### config.mk
export PLATFORM = sky130hd
export DESIGN_NAME = acc_req_arbiter_flat
export DESIGN_NICKNAME = d
export VERILOG_FILES = /design/src/rtl/acc_req_arbiter_pkg.sv /design/src/rtl/acc_req_arbiter_if.sv /design/src/rtl/acc_req_arbiter_fifo.sv /design/src/rtl/acc_req_arbiter.sv /design/src/flat_wrapper.sv
export SDC_FILE = /design/constraint.sdc
export NUM_CORES = 1
export LEC_CHECK = 0
export CORE_AREA = 5 5 242 244
export CTS_BUF_LIST = sky130_fd_sc_hd__clkbuf_4 sky130_fd_sc_hd__clkbuf_8
export DETAILED_ROUTE_END_ITERATION = 8
export DIE_AREA = 0 0 247 249
export SETUP_SLACK_MARGIN = 0.02
export SYNTH_ARGS = -nofsm -noshare
export SYNTH_HDL_FRONTEND = slang
export SYNTH_SLANG_ARGS = --single-unit
### constraint.sdc
create_clock -name clk_i -period 2.8 [get_ports clk_i]
set_input_delay 0.42 -clock clk_i [delete_from_list [all_inputs] [get_ports clk_i]]
set_output_delay 0.42 -clock clk_i [all_outputs]
set_load 0.02 [all_outputs]
### src/rtl/acc_req_arbiter_pkg.sv
// rtl/acc_req_arbiter_pkg.sv - channel payload types and round-robin search helper
package acc_req_arbiter_pkg;

  localparam int unsigned MaxReqs = 32;

  typedef struct packed {
    logic [31:0] addr;
    logic [31:0] data_arga;
    logic [31:0] data_argb;
    logic [31:0] data_argc;
    logic [31:0] data_op;
    logic [4:0]  id;
  } acc_req_chan_t;

  typedef struct packed {
    logic [4:0]  id;
    logic [31:0] data;
    logic        error;
  } acc_rsp_chan_t;

  // First set bit of valid_vec at or after ptr, wrapping at n; returns ptr when none is set.
  function automatic int unsigned rr_next(input int unsigned ptr,
                                          input logic [MaxReqs-1:0] valid_vec,
                                          input int unsigned n);
    int unsigned idx;
    rr_next = ptr;
    for (int unsigned k = MaxReqs; k > 0; k--) begin
      if (k <= n) begin
        idx = ptr + k - 1;
        if (idx >= n) idx = idx - n;
        if (valid_vec[idx[$clog2(MaxReqs)-1:0]]) rr_next = idx;
      end
    end
  endfunction

endpackage

### src/rtl/acc_req_arbiter_if.sv
// rtl/acc_req_arbiter_if.sv - accelerator request/response bus bundle, N lanes wide
interface acc_req_arbiter_if #(
  parameter int unsigned N = 1
);
  import acc_req_arbiter_pkg::*;

  acc_req_chan_t [N-1:0] q;
  logic [N-1:0]          q_wb;
  logic [N-1:0]          q_valid;
  logic [N-1:0]          q_ready;
  acc_rsp_chan_t [N-1:0] p;
  logic [N-1:0]          p_valid;
  logic [N-1:0]          p_ready;

  modport master (output q, q_wb, q_valid, p_ready, input q_ready, p, p_valid);
  modport slave  (input q, q_wb, q_valid, p_ready, output q_ready, p, p_valid);

endinterface

### src/rtl/acc_req_arbiter_fifo.sv
// rtl/acc_req_arbiter_fifo.sv - non fall-through route FIFO of requester indices
module acc_req_arbiter_fifo #(
  parameter int unsigned Width = 1,
  parameter int unsigned Depth = 4
) (
  input  logic                       clk_i,
  input  logic                       rst_ni,
  input  logic                       push_i,
  input  logic [Width-1:0]           data_i,
  input  logic                       pop_i,
  output logic [Width-1:0]           data_o,
  output logic                       full_o,
  output logic                       empty_o,
  output logic [$clog2(Depth+1)-1:0] usage_o
);

  localparam int unsigned PtrW = (Depth > 1) ? $clog2(Depth) : 1;
  localparam int unsigned CntW = $clog2(Depth + 1);

  logic [Width-1:0] mem_q [Depth];
  logic [PtrW-1:0]  wr_ptr_q, rd_ptr_q;
  logic [CntW-1:0]  cnt_q;
  logic             do_push, do_pop;

  assign full_o  = (cnt_q == CntW'(Depth));
  assign empty_o = (cnt_q == '0);
  assign usage_o = cnt_q;
  assign data_o  = mem_q[rd_ptr_q];
  assign do_push = push_i & ~full_o;
  assign do_pop  = pop_i & ~empty_o;

  function automatic logic [PtrW-1:0] ptr_inc(input logic [PtrW-1:0] ptr);
    return (ptr == PtrW'(Depth - 1)) ? '0 : ptr + PtrW'(1);
  endfunction

  always_ff @(posedge clk_i or negedge rst_ni) begin
    if (!rst_ni) begin
      wr_ptr_q <= '0;
      rd_ptr_q <= '0;
      cnt_q    <= '0;
    end else begin
      if (do_push) wr_ptr_q <= ptr_inc(wr_ptr_q);
      if (do_pop)  rd_ptr_q <= ptr_inc(rd_ptr_q);
      cnt_q <= cnt_q + CntW'(do_push) - CntW'(do_pop);
    end
  end

  always_ff @(posedge clk_i) begin
    if (do_push) mem_q[wr_ptr_q] <= data_i;
  end

  assert property (@(posedge clk_i) disable iff (!rst_ni) push_i |-> !full_o);

endmodule

### src/rtl/acc_req_arbiter.sv
// rtl/acc_req_arbiter.sv - round-robin request arbiter with grant lock and in-order response routing
module acc_req_arbiter
  import acc_req_arbiter_pkg::*;
#(
  parameter int unsigned NumReq         = 2,
  parameter int unsigned MaxOutstanding = 4
) (
  input  logic                                clk_i,
  input  logic                                rst_ni,
  acc_req_arbiter_if.slave                    slv,
  acc_req_arbiter_if.master                   mst,
  output logic [$clog2(MaxOutstanding+1)-1:0] outstanding_o,
  output logic                                orphan_rsp_o
);

  localparam int unsigned IdxW = (NumReq > 1) ? $clog2(NumReq) : 1;

  localparam logic [0:0] StIdle   = 1'b0;
  localparam logic [0:0] StLocked = 1'b1;

  logic [0:0]        state_q;
  logic [IdxW-1:0]   rr_ptr_q, lock_idx_q, grant, head_idx;
  logic [NumReq-1:0] req_mask;
  logic              gnt_valid, q_hs, push, pop, rsp_route;
  logic              fifo_full, fifo_empty;

  // fifo_full is registered, so q readiness never depends on the p channel in the same cycle.
  always_comb begin
    for (int i = 0; i < NumReq; i++) begin
      req_mask[i] = slv.q_valid[i] & (~slv.q_wb[i] | ~fifo_full);
    end
  end

  always_comb begin
    if (state_q == StLocked) begin
      grant     = lock_idx_q;
      gnt_valid = slv.q_valid[lock_idx_q];
    end else begin
      grant     = IdxW'(rr_next(32'(rr_ptr_q), MaxReqs'(req_mask), NumReq));
      gnt_valid = |req_mask;
    end
  end

  assign mst.q[0]       = slv.q[grant];
  assign mst.q_wb[0]    = slv.q_wb[grant];
  assign mst.q_valid[0] = gnt_valid;
  assign q_hs           = gnt_valid & mst.q_ready[0];
  assign push           = q_hs & slv.q_wb[grant];

  always_comb begin
    slv.q_ready        = '0;
    slv.q_ready[grant] = q_hs;
  end

  assign rsp_route      = mst.p_valid[0] & ~fifo_empty;
  assign pop            = rsp_route & slv.p_ready[head_idx];
  // With an empty route FIFO the response has no owner and is accepted and dropped.
  assign mst.p_ready[0] = mst.p_valid[0] & (fifo_empty | slv.p_ready[head_idx]);

  always_comb begin
    slv.p_valid           = '0;
    slv.p_valid[head_idx] = rsp_route;
    for (int i = 0; i < NumReq; i++) begin
      slv.p[i] = mst.p[0];
    end
  end

  always_ff @(posedge clk_i or negedge rst_ni) begin
    if (!rst_ni) begin
      state_q      <= StIdle;
      rr_ptr_q     <= '0;
      lock_idx_q   <= '0;
      orphan_rsp_o <= 1'b0;
    end else begin
      if (q_hs) begin
        state_q  <= StIdle;
        rr_ptr_q <= (grant == IdxW'(NumReq - 1)) ? '0 : grant + IdxW'(1);
      end else if (gnt_valid) begin
        state_q    <= StLocked;
        lock_idx_q <= grant;
      end
      if (mst.p_valid[0] & fifo_empty) orphan_rsp_o <= 1'b1;
    end
  end

  acc_req_arbiter_fifo #(
    .Width (IdxW),
    .Depth (MaxOutstanding)
  ) i_route_fifo (
    .clk_i   (clk_i),
    .rst_ni  (rst_ni),
    .push_i  (push),
    .data_i  (grant),
    .pop_i   (pop),
    .data_o  (head_idx),
    .full_o  (fifo_full),
    .empty_o (fifo_empty),
    .usage_o (outstanding_o)
  );

  assert property (@(posedge clk_i) disable iff (!rst_ni)
                   mst.q_valid[0] && !mst.q_ready[0] |=> $stable(mst.q[0]));
  assert property (@(posedge clk_i) disable iff (!rst_ni) $onehot0(slv.q_ready));

endmodule

### src/flat_wrapper.sv
// flat-port wrapper written by rule: the top's interface ports become plain ports
module acc_req_arbiter_flat import acc_req_arbiter_pkg::*;
#(
  parameter int unsigned NumReq         = 2,
  parameter int unsigned MaxOutstanding = 4
)
  (clk_i, rst_ni, outstanding_o, orphan_rsp_o, slv_q, slv_q_wb, slv_q_valid, slv_p_ready, slv_q_ready, slv_p, slv_p_valid, mst_q, mst_q_wb, mst_q_valid, mst_p_ready, mst_q_ready, mst_p, mst_p_valid);
  acc_req_arbiter_if #(.N((2))) slv_i ();
  acc_req_arbiter_if #(.N(1)) mst_i ();
  input  logic clk_i;
  input  logic rst_ni;
  output logic [$clog2(MaxOutstanding+1)-1:0] outstanding_o;
  output logic orphan_rsp_o;
  input wire logic [$bits(slv_i.q)-1:0] slv_q;
  input wire logic [$bits(slv_i.q_wb)-1:0] slv_q_wb;
  input wire logic [$bits(slv_i.q_valid)-1:0] slv_q_valid;
  input wire logic [$bits(slv_i.p_ready)-1:0] slv_p_ready;
  output wire logic [$bits(slv_i.q_ready)-1:0] slv_q_ready;
  output wire logic [$bits(slv_i.p)-1:0] slv_p;
  output wire logic [$bits(slv_i.p_valid)-1:0] slv_p_valid;
  output wire logic [$bits(mst_i.q)-1:0] mst_q;
  output wire logic [$bits(mst_i.q_wb)-1:0] mst_q_wb;
  output wire logic [$bits(mst_i.q_valid)-1:0] mst_q_valid;
  output wire logic [$bits(mst_i.p_ready)-1:0] mst_p_ready;
  input wire logic [$bits(mst_i.q_ready)-1:0] mst_q_ready;
  input wire logic [$bits(mst_i.p)-1:0] mst_p;
  input wire logic [$bits(mst_i.p_valid)-1:0] mst_p_valid;
  assign slv_i.q = slv_q;
  assign slv_i.q_wb = slv_q_wb;
  assign slv_i.q_valid = slv_q_valid;
  assign slv_i.p_ready = slv_p_ready;
  assign slv_q_ready = slv_i.q_ready;
  assign slv_p = slv_i.p;
  assign slv_p_valid = slv_i.p_valid;
  assign mst_q = mst_i.q;
  assign mst_q_wb = mst_i.q_wb;
  assign mst_q_valid = mst_i.q_valid;
  assign mst_p_ready = mst_i.p_ready;
  assign mst_i.q_ready = mst_q_ready;
  assign mst_i.p = mst_p;
  assign mst_i.p_valid = mst_p_valid;
  acc_req_arbiter #(.NumReq(NumReq), .MaxOutstanding(MaxOutstanding)) u_core (.clk_i(clk_i), .rst_ni(rst_ni), .slv(slv_i), .mst(mst_i), .outstanding_o(outstanding_o), .orphan_rsp_o(orphan_rsp_o));
endmodule
# Word-level counts from Yosys, hierarchy flattened

Memory sizes are Yosys's and may differ from the RTL's.
Index checks and enable logic that the tools add are counted.
W data, S select, Z words.

$add $sub $neg: 11
$lt $le $gt $ge: 9
Equality and inequality tests: 3
Multiplexer cells: 31
Bitwise operators: 20
Reduce and logical (&&, ||, !) cells: 6

Operators with widths:

| operator              | count |
|---|---|
| $mux W165             | 2 |
| $ge A32 B2 Y1 const B | 2 |
| $mux W5               | 4 |
| $mux W1               | 19 |
| $lt A5 B6 Y1 const B  | 2 |
| $and A1 B1 Y1         | 10 |
| $bmux W1 S5           | 2 |
| $sub A5 B2 Y5 const B | 2 |
| $lt A1 B2 Y1 const B  | 3 |
| $not A1 Y1            | 5 |
| $add A2 B1 Y2 const B | 2 |
| $and A2 B2 Y2         | 2 |
| $eq A2 B2 Y1 const B  | 2 |
| $mux W2               | 2 |
| $sub A3 B1 Y4 const B | 1 |
| $add A1 B2 Y3 const B | 1 |
| $add A3 B1 Y3         | 1 |
| $eq A3 B3 Y1 const B  | 1 |
| $logic_not A3 Y1      | 1 |
| $or A1 B1 Y1          | 3 |
| $sub A2 B1 Y3 const B | 1 |
| $sub A3 B1 Y3         | 1 |
| $add A1 B1 Y2 const B | 1 |
| $demux W1 S1          | 2 |
| other kinds (6)       | 8 |

Register bits: 11
Bits in writable memories: 4
Input port bits: 378
Output and inout bits: 252
Word-level logic and storage cells: 88
Memories: 1

Memory list:

| memory                    | words | bits a word | read ports | clocked after memory_dff | wr ports | line                       | text |
|---|---|---|---|---|---|---|---|
| u_core.i_route_fifo.mem_q | 4     | 1           | 1          | 0                        | 1        | acc_req_arbiter_fifo.sv:20 | `logic [Width-1:0] mem_q [Depth];` |

# Logic depth before layout (Yosys ltp)

Word-level depth: 16
Mapped depth: 12
Depth with buffers taken out: 11

# By module

From an unflattened synthesis, not the netlist that was laid out.

Cells, all modules: 344
Area total of the unflattened synthesis: 3848.7 um2

Modules (own cells, without submodules):

| module               | times used | cells each | area an instance (um2) |
|---|---|---|---|
| acc_req_arbiter      | 1          | 300        | 3248.1 |
| acc_req_arbiter_fifo | 1          | 44         | 600.6 |

# Worst setup path before layout

No wires, ideal clock.

Path type: register to register
From: register u_core.i_route_fifo.cnt_q[1] (netlist: u_core.i_route_fifo.usage_o[1])
To: register u_core.i_route_fifo.cnt_q[2] (netlist: u_core.i_route_fifo.usage_o[2])
Library setup time: 0.132 ns
Data arrival time: 2.651 ns
Data required time: 2.668 ns
Path slack: 0.017 ns
Stages on the path, launching flop included: 13
Cells stage by stage: dfrtp_1 -> nand4bb_1 -> a211o_1 -> o211a_1 -> buf_6 -> mux2i_4 -> ha_1 -> inv_1 -> ha_1 -> inv_1 -> fa_1 -> xnor2_1 -> xnor2_1

Cells in the longest elaborated chain, start to end: 15
Elaborated cells between the ends (all ways): 27
Those cells by class: add/sub (2); eq/ne (1); mux (10); bitwise (12); reduce/logical (2)

RTL lines:

| element                                    | line                                              | text |
|---|---|---|
| from (decl)                                | acc_req_arbiter_fifo.sv:22                        | `logic [CntW-1:0] cnt_q;` |
| from (signal assigned)                     | acc_req_arbiter_fifo.sv:44                        | `cnt_q <= cnt_q + CntW'(do_push) - CntW'(do_pop);` |
| $eq A3 B3 Y1                               | acc_req_arbiter_fifo.sv:25                        | `assign full_o = (cnt_q == CntW'(Depth));` |
| $not A1 Y1                                 | acc_req_arbiter_fifo.sv:29, acc_req_arbiter.sv:30 |  |
| $or A1 B1 Y1                               | acc_req_arbiter.sv:30                             | `req_mask[i] = slv.q_valid[i] & (~slv.q_wb[i] \| ~fifo_full);` |
| $and A1 B1 Y1                              | acc_req_arbiter.sv:30                             |  |
| $bmux W1 S5                                | acc_req_arbiter_pkg.sv:31                         | `if (valid_vec[idx[$clog2(MaxReqs)-1:0]]) rr_next = idx;` |
| $mux W1 (not written as such)              | acc_req_arbiter_pkg.sv:31                         |  |
| $mux W1 (2 in a row)                       | acc_req_arbiter_pkg.sv:31                         |  |
| $mux W1                                    | acc_req_arbiter.sv:35                             | `if (state_q == StLocked) begin` |
| $mux W1 (not written as such) (2 in a row) | acc_req_arbiter.sv:48                             | `assign push = q_hs & slv.q_wb[grant];` |
| $and A1 B1 Y1                              | acc_req_arbiter.sv:48                             |  |
| $and A1 B1 Y1                              | acc_req_arbiter_fifo.sv:29                        | `assign do_push = push_i & ~full_o;` |
| $add A3 B1 Y3                              | acc_req_arbiter_fifo.sv:44                        |  |
| $sub A3 B1 Y3 (*)                          | acc_req_arbiter_fifo.sv:44                        |  |

Mark *: on every way between the ends. The rest lies on a longest branch, timed or not. The select of a mux whose other input is x is not followed.
A chain may end at the register's enable or synchronous reset.

# Worst setup path in the final report

From: register u_core.i_route_fifo.cnt_q[0] (netlist: u_core.i_route_fifo.usage_o[0])
To: output port mst_q[52]

Cells in the longest elaborated chain, start to end: 11
Elaborated cells between the ends (all ways): 15
Those cells by class: eq/ne (1); mux (9); bitwise (5)

RTL lines:

| element                                          | line                       | text |
|---|---|---|
| $eq A3 B3 Y1 (*)                                 | acc_req_arbiter_fifo.sv:25 |  |
| $not A1 Y1 (*)                                   | acc_req_arbiter.sv:30      |  |
| $or A1 B1 Y1                                     | acc_req_arbiter.sv:30      |  |
| $and A1 B1 Y1                                    | acc_req_arbiter.sv:30      |  |
| $bmux W1 S5                                      | acc_req_arbiter_pkg.sv:31  |  |
| $mux W1 (not written as such)                    | acc_req_arbiter_pkg.sv:31  |  |
| $mux W1                                          | acc_req_arbiter_pkg.sv:31  |  |
| $mux W1 (*)                                      | acc_req_arbiter_pkg.sv:31  |  |
| $mux W1 (*)                                      | acc_req_arbiter.sv:35      |  |
| $mux W165 (not written as such) (*) (2 in a row) | acc_req_arbiter.sv:44      | `assign mst.q[0] = slv.q[grant];` |
| to (decl)                                        | flat_wrapper.sv:21         | `output wire logic [$bits(mst_i.q)-1:0] mst_q;` |

Marked as above.

==> results.json <==
{
  "status": "complete, no violations",
  "cp.arrival_ns": 2.38,
  "fin_ws_ns": 0.000890,
  "yosysWarnings": 0,
  "grt_max_degree": 32,
  "hpwl_microns": 31500,
  "hold_ws_ns": 0.497,
  "final_cell_mix": "343 x clkdlybuf4s50_1, 86 x clkbuf_2, 85 x mux2_4",
  "cp-end-kind": "primary output",
  "drt-initial-drc-count": 88,
  "setup_viol": 0,
  "multi_input_area_sq_um": 2730,
  "gr-total-overflow": 0,
  "synth_nets": 724,
  "totalWireLength_microns": 34500,
  "final-hold-violation-count": 0,
  "synthFlopType": "dfrtp_1",
  "insertion_delay_ns": 0.24,
  "ys_types": 33,
  "synth_area_leaders": "mux2_4 33%, mux2_2 25%, buf_4 15%",
  "portBuffers": 515,
  "core_area_sq_um": 56100,
  "p_total_mw": 8.89,
  "power.density_nw_per_um2": 958,
  "vias": 4748,
  "cts_buffers": 3,
  "async_flop_share_pct": 73.3,
  "maxCapViolations": 0,
  "fmax_mhz": 357,
  "synth_cells": 338,
  "fin_util_pct": 16.5,
  "yosysTopAreaCellShare_pct": 33.4,
  "ant_nets": 0,
  "synth_edf_count": 4,
  "peakVddDrop_mv": 0.523,
  "startpoint_type": "flop",
  "critPathKind": "reg -> out",
  "fin_skew_ns": 0.00118,
  "routed_via_density": 3.03,
  "wl_per_cell_microns": 22.0,
  "fin_crit_sh_pct": 100,
  "leakage_nw": 3.86,
  "grt_usage_pct": 10.2,
  "route.detailed.drc": 0,
  "firstDrtPassIters": 4,
  "die_y_microns": 249,
  "io_pins": 630,
  "syn_avg_cell_area_sq_um": 11.3,
  "cp.required_ns": 2.38,
  "drive_gt1_share_pct": 48.4,
  "ctsRootBufferMaster": "clkbuf_8",
  "clock-sinks": 15,
  "die-width_microns": 247,
  "final-max-slew-violation-count": 0,
  "grt_pass1_vias": 5393,
  "grt_pass1_wl_microns": 43600,
  "cts_buffer_depth": 2,
  "place.gp.congestion": 0.901,
  "yosys.area.top_type": "mux2_4",
  "start_util_pct": 6.82,
  "rsz0062_at_grt": "yes",
  "placed_area_sq_um": 9490,
  "worstPathMaxFanout": 15,
  "tightest_slew_ns": 0.516,
  "seq_area_sq_um": 397,
  "pre_cts_ws_ns": -0.527,
  "relSlewSlack_pct": 65.5,
  "cts_tree": "yes",
  "nFillCells": 6273,
  "stdcell_area_sq_um": 9280,
  "layout.nets": 1195,
  "synth_seq_cells": 15,
  "row_count": 87,
  "min_period_ns": 2.80,
  "htree_levels": 1,
  "dieArea_sq_um": 61500,
  "path_clk_slew_ns": 0.06,
  "layout_commonest_cell": "clkdlybuf4s50_1",
  "ys_seq_area_share_pct": 10.3,
  "hold_class": "reg -> reg",
  "syn2layout_area_growth_pct": 143,
  "syn_area_sq_um": 3820,
  "grt_antenna_before_repair": 29
}
what timing repair did:
| item | 4_1_cts | 5_1_grt |
|---|---|---|
| gates resized for setup | 330 | 190 |
| cloned | 2 | 1 |
| endpoints found under the setup margin | 167 | 146 |
| pin swaps | 4 | 9 |
| hold endpoints to repair | 0 | 0 |
| setup buffers | 11 | 3 |
| hold buffers | 0 | 0 |
routing by layer:
metal,up-vias,track usage [%],share of wire [%]
met2,487,19.3,50
met1,2094,9.94,33
li1,2080,-,-
met3,71,5.26,14
met5,-,1.11,0.48
met4,16,1.87,2.3
power breakdown:
group | switching (mW) | internal (mW) | total, mW
clock network | 0.0741 | 0.0984 | 0.172
registers | 0.0942 | 0.332 | 0.426
logic | 3.99 | 4.30 | 8.29
total | 4.16 | 4.73 | 8.89
synthesized netlist by cell type, types with 2 or more instances:
cell type  count
mux2_1         2
and3_1         2
mux2i_1        3
buf_2          8
edfxtp_1       4
nand3b_1       2
nor2_1         5
buf_4         76
xnor2_1        2
nor2b_1        5
dfrtp_1       11
nand4bb_1      2
a31oi_1        3
a21oi_1        2
nand3_1        3
inv_1          7
ha_1           7
mux2_2        84
buf_6         11
mux2_4        85
nand2_1        2
critical path: stages (launching register included):
cell and delay, ns:
dfrtp_1 0.40, nand4bb_4 0.24, a211o_1 0.33, o211a_4 0.20
buf_12 0.17, buf_4 0.17, mux2_2 0.28, dlygate4sd2_1 0.33
path summary, 6_finish.rpt:
check	startpoint	cells after the start	to	slack, ns
min	u_core.orphan_rsp_o$_DFFE_PN0P_	1	u_core.orphan_rsp_o$_DFFE_PN0P_	0.50
max in group asynchronous	rst_ni	1	u_core.i_route_fifo.usage_o[1]$_DFF_PN0_	1.91
min reg2reg	u_core.orphan_rsp_o$_DFFE_PN0P_	1	u_core.orphan_rsp_o$_DFFE_PN0P_	0.50
max	u_core.i_route_fifo.usage_o[0]$_DFF_PN0_	7	mst_q[52]	0.0009
min in group asynchronous	rst_ni	1	u_core.rr_ptr_q$_DFFE_PN0N_	0.52
max reg2reg	u_core.i_route_fifo.usage_o[0]$_DFF_PN0_	12	u_core.i_route_fifo.usage_o[2]$_DFF_PN0_	0.07
cells by family after synthesis:
family | count (synthesis) | share of synthesized area [%]
DFF | 15 | 10.3
adders and majority gates | 8 | 2.82
and+or+nand+nor | 26 | 4.13
xor gates and xnor gates | 2 | 0.458
AOI/OAI and AO/OA | 9 | 1.64
buffers and inverters | 102 | 19.9
muxes | 176 | 60.7
final cells by class:
class	count	share of cell area [%]
multi-input cells	221	29.5
diodes	5	0.135
flip-flops and latches	15	4.28
well taps	756	10.2
clock inverters	1	0.0540
clock buffers	3	0.445
repair buffers	561	55.1
inverters	7	0.310
flip-flops by register name, indices dropped and copies added (netlist names):
| signal | count |
|---|---|
| u_core.state_q | 1 |
| u_core.lock_idx_q | 1 |
| u_core.i_route_fifo.usage_o | 3 |
| u_core.i_route_fifo.wr_ptr_q | 2 |
| u_core.i_route_fifo.rd_ptr_q | 2 |
| u_core.orphan_rsp_o | 1 |
| u_core.i_route_fifo.mem_q | 4 |
| u_core.rr_ptr_q | 1 |
metrics by stage:
stage | setup TNS, ns | instances
floorplan | 0 | 338
global placement | -54.48 | 1546
detailed placement | -65.18 | 1546
CTS | -0.211 | 1563
global route | -1.56 | 1565
finish | 0 | 1569
Note: power is estimated with default switching activity, not from simulation.
